**src/rtl/fifo_pkg.sv**
```systemverilog
// Shared async-FIFO definitions: default geometry and Gray/binary pointer conversion.
// The conversion functions work on a 32-bit container so any pointer width up to
// 32 bits can use them; callers zero-extend on the way in and truncate on the way out.
package fifo_pkg;

  localparam int DEFAULT_ADDR_WIDTH  = 5;
  localparam int DEFAULT_SYNC_STAGES = 2;
  localparam int MAX_PTR_WIDTH       = 32;

  function automatic logic [MAX_PTR_WIDTH-1:0] bin2gray(input logic [MAX_PTR_WIDTH-1:0] bin);
    return bin ^ (bin >> 1);
  endfunction

  // Each binary bit is the XOR of all Gray bits at or above it; leading zeros of a
  // zero-extended pointer therefore leave the result unchanged.
  function automatic logic [MAX_PTR_WIDTH-1:0] gray2bin(input logic [MAX_PTR_WIDTH-1:0] gray);
    logic [MAX_PTR_WIDTH-1:0] bin;
    bin[MAX_PTR_WIDTH-1] = gray[MAX_PTR_WIDTH-1];
    for (int i = MAX_PTR_WIDTH - 2; i >= 0; i--) begin
      bin[i] = bin[i+1] ^ gray[i];
    end
    return bin;
  endfunction

endpackage

```
**src/rtl/ptr_sync.sv**
```systemverilog
// Multi-flop synchroniser for a Gray-coded pointer crossing into this clock domain.
// Plain flop chain with nothing between stages, so only metastability settling time
// separates the input from the output. Used on both the read and write sides.
module ptr_sync #(
  parameter int WIDTH       = 6,
  parameter int SYNC_STAGES = 2
) (
  input  logic             clock,
  input  logic             reset,
  input  logic [WIDTH-1:0] d,
  output logic [WIDTH-1:0] q
);

  logic [WIDTH-1:0] sync_q [SYNC_STAGES];

  // Shift the asynchronous pointer through the chain; reset clears every stage.
  always_ff @(posedge clock) begin
    if (reset) begin
      for (int i = 0; i < SYNC_STAGES; i++) begin
        sync_q[i] <= '0;
      end
    end else begin
      sync_q[0] <= d;
      for (int i = 1; i < SYNC_STAGES; i++) begin
        sync_q[i] <= sync_q[i-1];
      end
    end
  end

  assign q = sync_q[SYNC_STAGES-1];

endmodule

```
**src/rtl/rd_ptr_empty_ctrl.sv**
```systemverilog
// Read-domain pointer controller of the async FIFO. Brings the write pointer into
// Rd_clk, advances the binary/Gray read pointer on accepted reads, and registers the
// empty flag, occupancy estimate, read-valid strobe and sticky underflow flag.
// Empty is computed from the next read pointer so the edge that consumes the last
// entry also raises Empty_sig, preventing a back-to-back overread.
module rd_ptr_empty_ctrl
  import fifo_pkg::*;
#(
  parameter int Addr_width  = DEFAULT_ADDR_WIDTH,
  parameter int SYNC_STAGES = DEFAULT_SYNC_STAGES
) (
  input  logic                  Rd_clk,
  input  logic                  rst,
  input  logic                  Rd_inc,
  input  logic [Addr_width:0]   Wr_point_gray,
  output logic [Addr_width-1:0] Rd_addr,
  output logic [Addr_width:0]   Rd_point,
  output logic [Addr_width:0]   Synch_Wr_point,
  output logic                  Empty_sig,
  output logic                  Rd_accept,
  output logic                  Rd_valid,
  output logic                  Underflow,
  output logic [Addr_width:0]   Rd_level
);

  localparam int PTR_W = Addr_width + 1;

  logic [PTR_W-1:0] rd_bin;
  logic [PTR_W-1:0] rd_bin_next;
  logic [PTR_W-1:0] rd_gray_next;
  logic [PTR_W-1:0] wr_bin_sync;
  logic [PTR_W-1:0] level_next;

  ptr_sync #(
    .WIDTH       (PTR_W),
    .SYNC_STAGES (SYNC_STAGES)
  ) u_wr_ptr_sync (
    .clock (Rd_clk),
    .reset (rst),
    .d     (Wr_point_gray),
    .q     (Synch_Wr_point)
  );

  assign Rd_accept = Rd_inc & ~Empty_sig;
  assign Rd_addr   = rd_bin[Addr_width-1:0];

  // Next-pointer arithmetic: increment on accept, Gray-encode, and estimate occupancy.
  always_comb begin
    rd_bin_next  = rd_bin + {{(PTR_W-1){1'b0}}, Rd_accept};
    rd_gray_next = PTR_W'(bin2gray(MAX_PTR_WIDTH'(rd_bin_next)));
    wr_bin_sync  = PTR_W'(gray2bin(MAX_PTR_WIDTH'(Synch_Wr_point)));
    level_next   = wr_bin_sync - rd_bin_next;
  end

  // Pointer, empty and level registers; Rd_point comes straight from a flop.
  always_ff @(posedge Rd_clk) begin
    if (rst) begin
      rd_bin    <= '0;
      Rd_point  <= '0;
      Empty_sig <= 1'b1;
      Rd_level  <= '0;
    end else begin
      rd_bin    <= rd_bin_next;
      Rd_point  <= rd_gray_next;
      Empty_sig <= (rd_gray_next == Synch_Wr_point);
      Rd_level  <= level_next;
    end
  end

  // Read-data valid follows the RAM's one-cycle latency; underflow latches until reset.
  always_ff @(posedge Rd_clk) begin
    if (rst) begin
      Rd_valid  <= 1'b0;
      Underflow <= 1'b0;
    end else begin
      Rd_valid  <= Rd_accept;
      Underflow <= Underflow | (Rd_inc & Empty_sig);
    end
  end

endmodule
```
**config.mk**
```make
export PLATFORM = sky130hd
export DESIGN_NAME = rd_ptr_empty_ctrl
export DESIGN_NICKNAME = d
export VERILOG_FILES = /design/src/rtl/fifo_pkg.sv /design/src/rtl/ptr_sync.sv /design/src/rtl/rd_ptr_empty_ctrl.sv
export SDC_FILE = /design/constraint.sdc
export NUM_CORES = 1
export LEC_CHECK = 0
export BUFFER_PORTS_ARGS = -buffer_cell sky130_fd_sc_hd__buf_2
export CAP_MARGIN = 20
export CELL_PAD_IN_SITES_DETAIL_PLACEMENT = 1
export CELL_PAD_IN_SITES_GLOBAL_PLACEMENT = 1
export CORE_ASPECT_RATIO = 1.4
export CORE_MARGIN = 2
export CORE_UTILIZATION = 35
export CTS_BUF_LIST = sky130_fd_sc_hd__clkbuf_4
export DETAILED_ROUTE_END_ITERATION = 16
export GPL_TIMING_DRIVEN = 0
export MAX_ROUTING_LAYER = met4
export PLACE_DENSITY = 0.8
export SLEW_MARGIN = 20
export SYNTH_ARGS = -nofsm -noshare
export SYNTH_HDL_FRONTEND = slang
export SYNTH_SLANG_ARGS = --single-unit
```
**constraint.sdc**
```tcl
create_clock -name Rd_clk -period 4.34 [get_ports Rd_clk]
set_clock_uncertainty 0.15 [all_clocks]
set_input_delay 0.868 -clock Rd_clk [delete_from_list [all_inputs] [get_ports Rd_clk]]
set_output_delay 0.868 -clock Rd_clk [all_outputs]
set_load 0.05 [all_outputs]
```
==> key figures <==
Power and ir drop
  • Pleak: 0.8553 nW
  • Maximum VDD drop: between 150 and 200 uV
  • PD cells: between 300 and 400 nW/um2

CTS
  • Post-CTS resize count: 0
  • Clk_lat worst skew: 330 ps
  • Postcts setup bufs: 0
  • Sink Count: 32
  • Root buffer cell: clkbuf_4
  • Inserted Clock Buffers: 5
  • H-tree levels: 2
  • Clk buf depth: 2
  • CTS Hold Bufs: 0
  • CTS tree: yes
  • Worst-path clk slew: 90 ps

Synthesis
  • Avg Cell Area, Syn: 10.15 um2
  • Ranking of synthesized cells by area: dfxtp_1 40%, xnor2_1 6.1%, nor2b_1 5.5%, nor2_1 5.2%, xnor2_4 3.5%
  • Yosys warning count: 0
  • Post-synth top area share: approximately 40%
  • Mapped Cells: between 150 and 200
  • Syn nets: 170
  • Sequential share of the synthesized area: 40.44%
  • Seq cells post-synth: 32
  • Area of the mapped netlist: 1584 um2
  • Count of unique library cells instantiated by Yosys: 43
  • Post-synth top area cell: dfxtp_1

Die
  • Row count: 29
  • Width of the die: roughly 61 um
  • Initial Util: a little over a third
  • Die height: 83.60 um
  • Placeable Area: 4427 um2
  • Die area: just over 5000 um2
  • Io pins: 36

Hold path
  • Worst hold path depth: 1
  • Hold EP: u_wr_ptr_sync.sync_q[0][7]
  • Hold path startpoint: u_wr_ptr_sync.sync_q[0][1]
  • HP Class: reg -> reg

Critical path
  • Worst setup EP type: flip-flop
  • Crit Path Max Fanout: 8
  • Slowest cell on crit path: xnor3_2
  • R2R Path Start: u_wr_ptr_sync.sync_q[0][11]
  • WP data arrival: approximately 3700 ps
  • Crit-path cells: xnor3_2 -> xnor2_4 -> xnor2_1 -> xnor2_1 -> ha_1 -> and2b_2 -> o21ai_2 -> o221ai_2 -> mux2_4 -> nand2_2 -> o2111ai_2 -> mux2_4
  • Required @ worst endpoint: ~4400 ps
  • Worst Reg2Reg Path Length in Cells: 12
  • Crit Path Category: reg -> reg
  • Critical path's largest stage delay: around 570 ps
  • Reg-to-reg slack, setup: roughly 700 ps
  • CP startpoint: u_wr_ptr_sync.sync_q[0][11]
  • Reg-to-reg endpoint: Rd_level[5]
  • Worst Setup Start Kind: flip-flop

Drt
  • TritonRoute pass-1 iters: 4
  • WL per Instance: between 10 and 15 um
  • Vias/cell: roughly 4.5
  • Routed wire length: 3.083 mm
  • DRC: 0
  • Post-DRT Antenna Nets: 0
  • Total number of vias: approximately 1200
  • DRT iter0 DRCs: 17

Timing
  • Actual slew at the worst max-slew pin: 580.0 ps
  • Max Fclk: 0.2747 GHz
  • Setup-failing EPs final: 0
  • RSZ-0062 raised after global routing: false
  • Setup TNS Final: 0 ps
  • Final Slew Violations: 0
  • Rel. slew slack: 61.14%
  • Final Hold Fails: 0
  • Tcrit/Tclk final: a little over four fifths
  • Minimum clock period: 3641 ps

Final layout
  • Finished Cell Area: 1882 um2
  • Final Util: 42.51%
  • Register Area: 640.6 um2
  • Share of cells above drive strength 1: 31.82%
  • Most common cell after layout, fill and taps aside: buf_2
  • N_diodes: 0
  • Filler instances: 550
  • Area taken by multi-input logic gates: about 850 um2
  • Commonest cells after routing, fill and taps aside: 35 x buf_2, 32 x dfxtp_1, 22 x nor2_1, 14 x nor2b_1, 11 x xnor2_1
  • Synth-to-layout area growth: 18.80%
  • Layout Nets: about 210

Placed design
  • Port Buffer Count: 35
  • Post-DP HPWL: 2.327 mm
  • Placed cell area: between 1500 and 2000 um2
  • Routability cong.: approximately 0.8

Job
  • MaxCap Viol Count: 0

Global route
  • Wire length of the first global-routing pass: 5.347 mm
  • Gr usage total: 14.54%
  • Largest net degree at the start of global routing: 11
  • Initial antenna violation count: 0
  • Gr ovfl total: 0
  • Vias in the first global route: ~1200

Status
  • Status: completed
through the flow:
step | setup WS (ps) | hold WS, ps | cells | power (mW)
4_1_cts | 673.5 | 298.9 | 260 | 0.6994
6_report | 699.2 | 294.1 | 260 | 0.6873
3_5_place_dp | 438.0 | 281.5 | 253 | 0.5431
2_1_floorplan | 95.64 | 263.8 | 156 | 0.5008
5_1_grt | 491.4 | 325.1 | 260 | 0.7344
3_3_place_gp | 479.9 | 265.4 | 253 | 0.5378
logic make-up (layout without fill, tap and decap cells):
kind of cell	Yosys count	count (layout)	share of synthesized area, %
simple gates	57	57	19.27
buf+inv	15	57	6.082
fa+ha+maj	6	6	5.055
compound gates	21	21	9.478
mux	3	3	2.528
xor+xnor	22	22	17.14
flops	32	32	40.44
cell usage after synthesis:
cell type  count
and3_1         1
and2_1         2
nor3_4         1
and2b_2        2
nor2b_1       14
o221ai_2       1
a32oi_1        1
buf_6          1
buf_4          6
nand2_2        1
inv_1          5
a21o_1         1
xor2_1         6
a31oi_1        1
or3_1          1
a2bb2oi_1      1
xnor2_1       11
and2b_1        1
xnor2_4        2
xnor3_2        1
mux2i_1        1
o31ai_1        2
ha_1           4
mux2_4         2
o2111ai_2      1
nand4_1        1
clkbuf_1       2
clkbuf_8       1
a21oi_1        7
nand3_2        1
nor3b_1        1
nor3_1         1
nor2_1        22
nand2_1        5
xnor2_2        1
fa_1           1
a22oi_1        2
xor2_4         1
dfxtp_1       32
o21ai_0        3
maj3_1         1
nand3_1        3
o21ai_2        1
worst max path at each step:
stage | end | slack (ps) | cells after the start
after CTS | Rd_level[5] | 670 | 12
final | Rd_level[5] | 700 | 12
after floorplan | Rd_level[5] | 100 | 12
after detailed placement | Rd_level[5] | 440 | 13
after global placement | Rd_level[5] | 480 | 13
after global routing | Rd_level[5] | 490 | 12
critical path: cells and delay by family, from the launching register on:
family	cells	cell delay [ps]
DFF	1	480
xor gates and xnor gates	4	1210
and+or+nand+nor	2	330
AOI/OAI and AO/OA	3	520
adders and majority gates	1	210
muxes	2	640
registers in the layout, summed over array words and instances (netlist names):
signal and count:
Rd_valid 1, Underflow 1, rd_bin 5, Empty_sig 1
Rd_level 6, Rd_point 6, u_wr_ptr_sync.sync_q 12
routing by layer:
metal	wire, um	up-vias	GRT usage (%)
met1	1260	534	16.20
li1	-	594	-
met5	0	-	-
met3	121	6	4.186
met4	74	0	6.522
met2	1626	28	23.36
cell type report:
class                           count  share of cell area [%]
Tap cell                           62                   4.122
Multi-Input combinational cell    109                   45.01
Sequential cell                    32                   34.04
Timing Repair Buffer               35                   9.309
Buffer                             10                   4.122
Inverter                            5                  0.9973
Clock buffer                        5                   1.995
Clock inverter                      2                  0.3989
power by group:
| group | switching (mW) | leakage (nW) | internal [mW] |
|---|---|---|---|
| registers | 0.00824 | 0.263 | 0.314 |
| logic | 0.137 | 0.566 | 0.0752 |
| clock network | 0.0963 | 0.0261 | 0.0564 |
| total | 0.241 | 0.855 | 0.446 |
(Power assumes the default switching activity.)
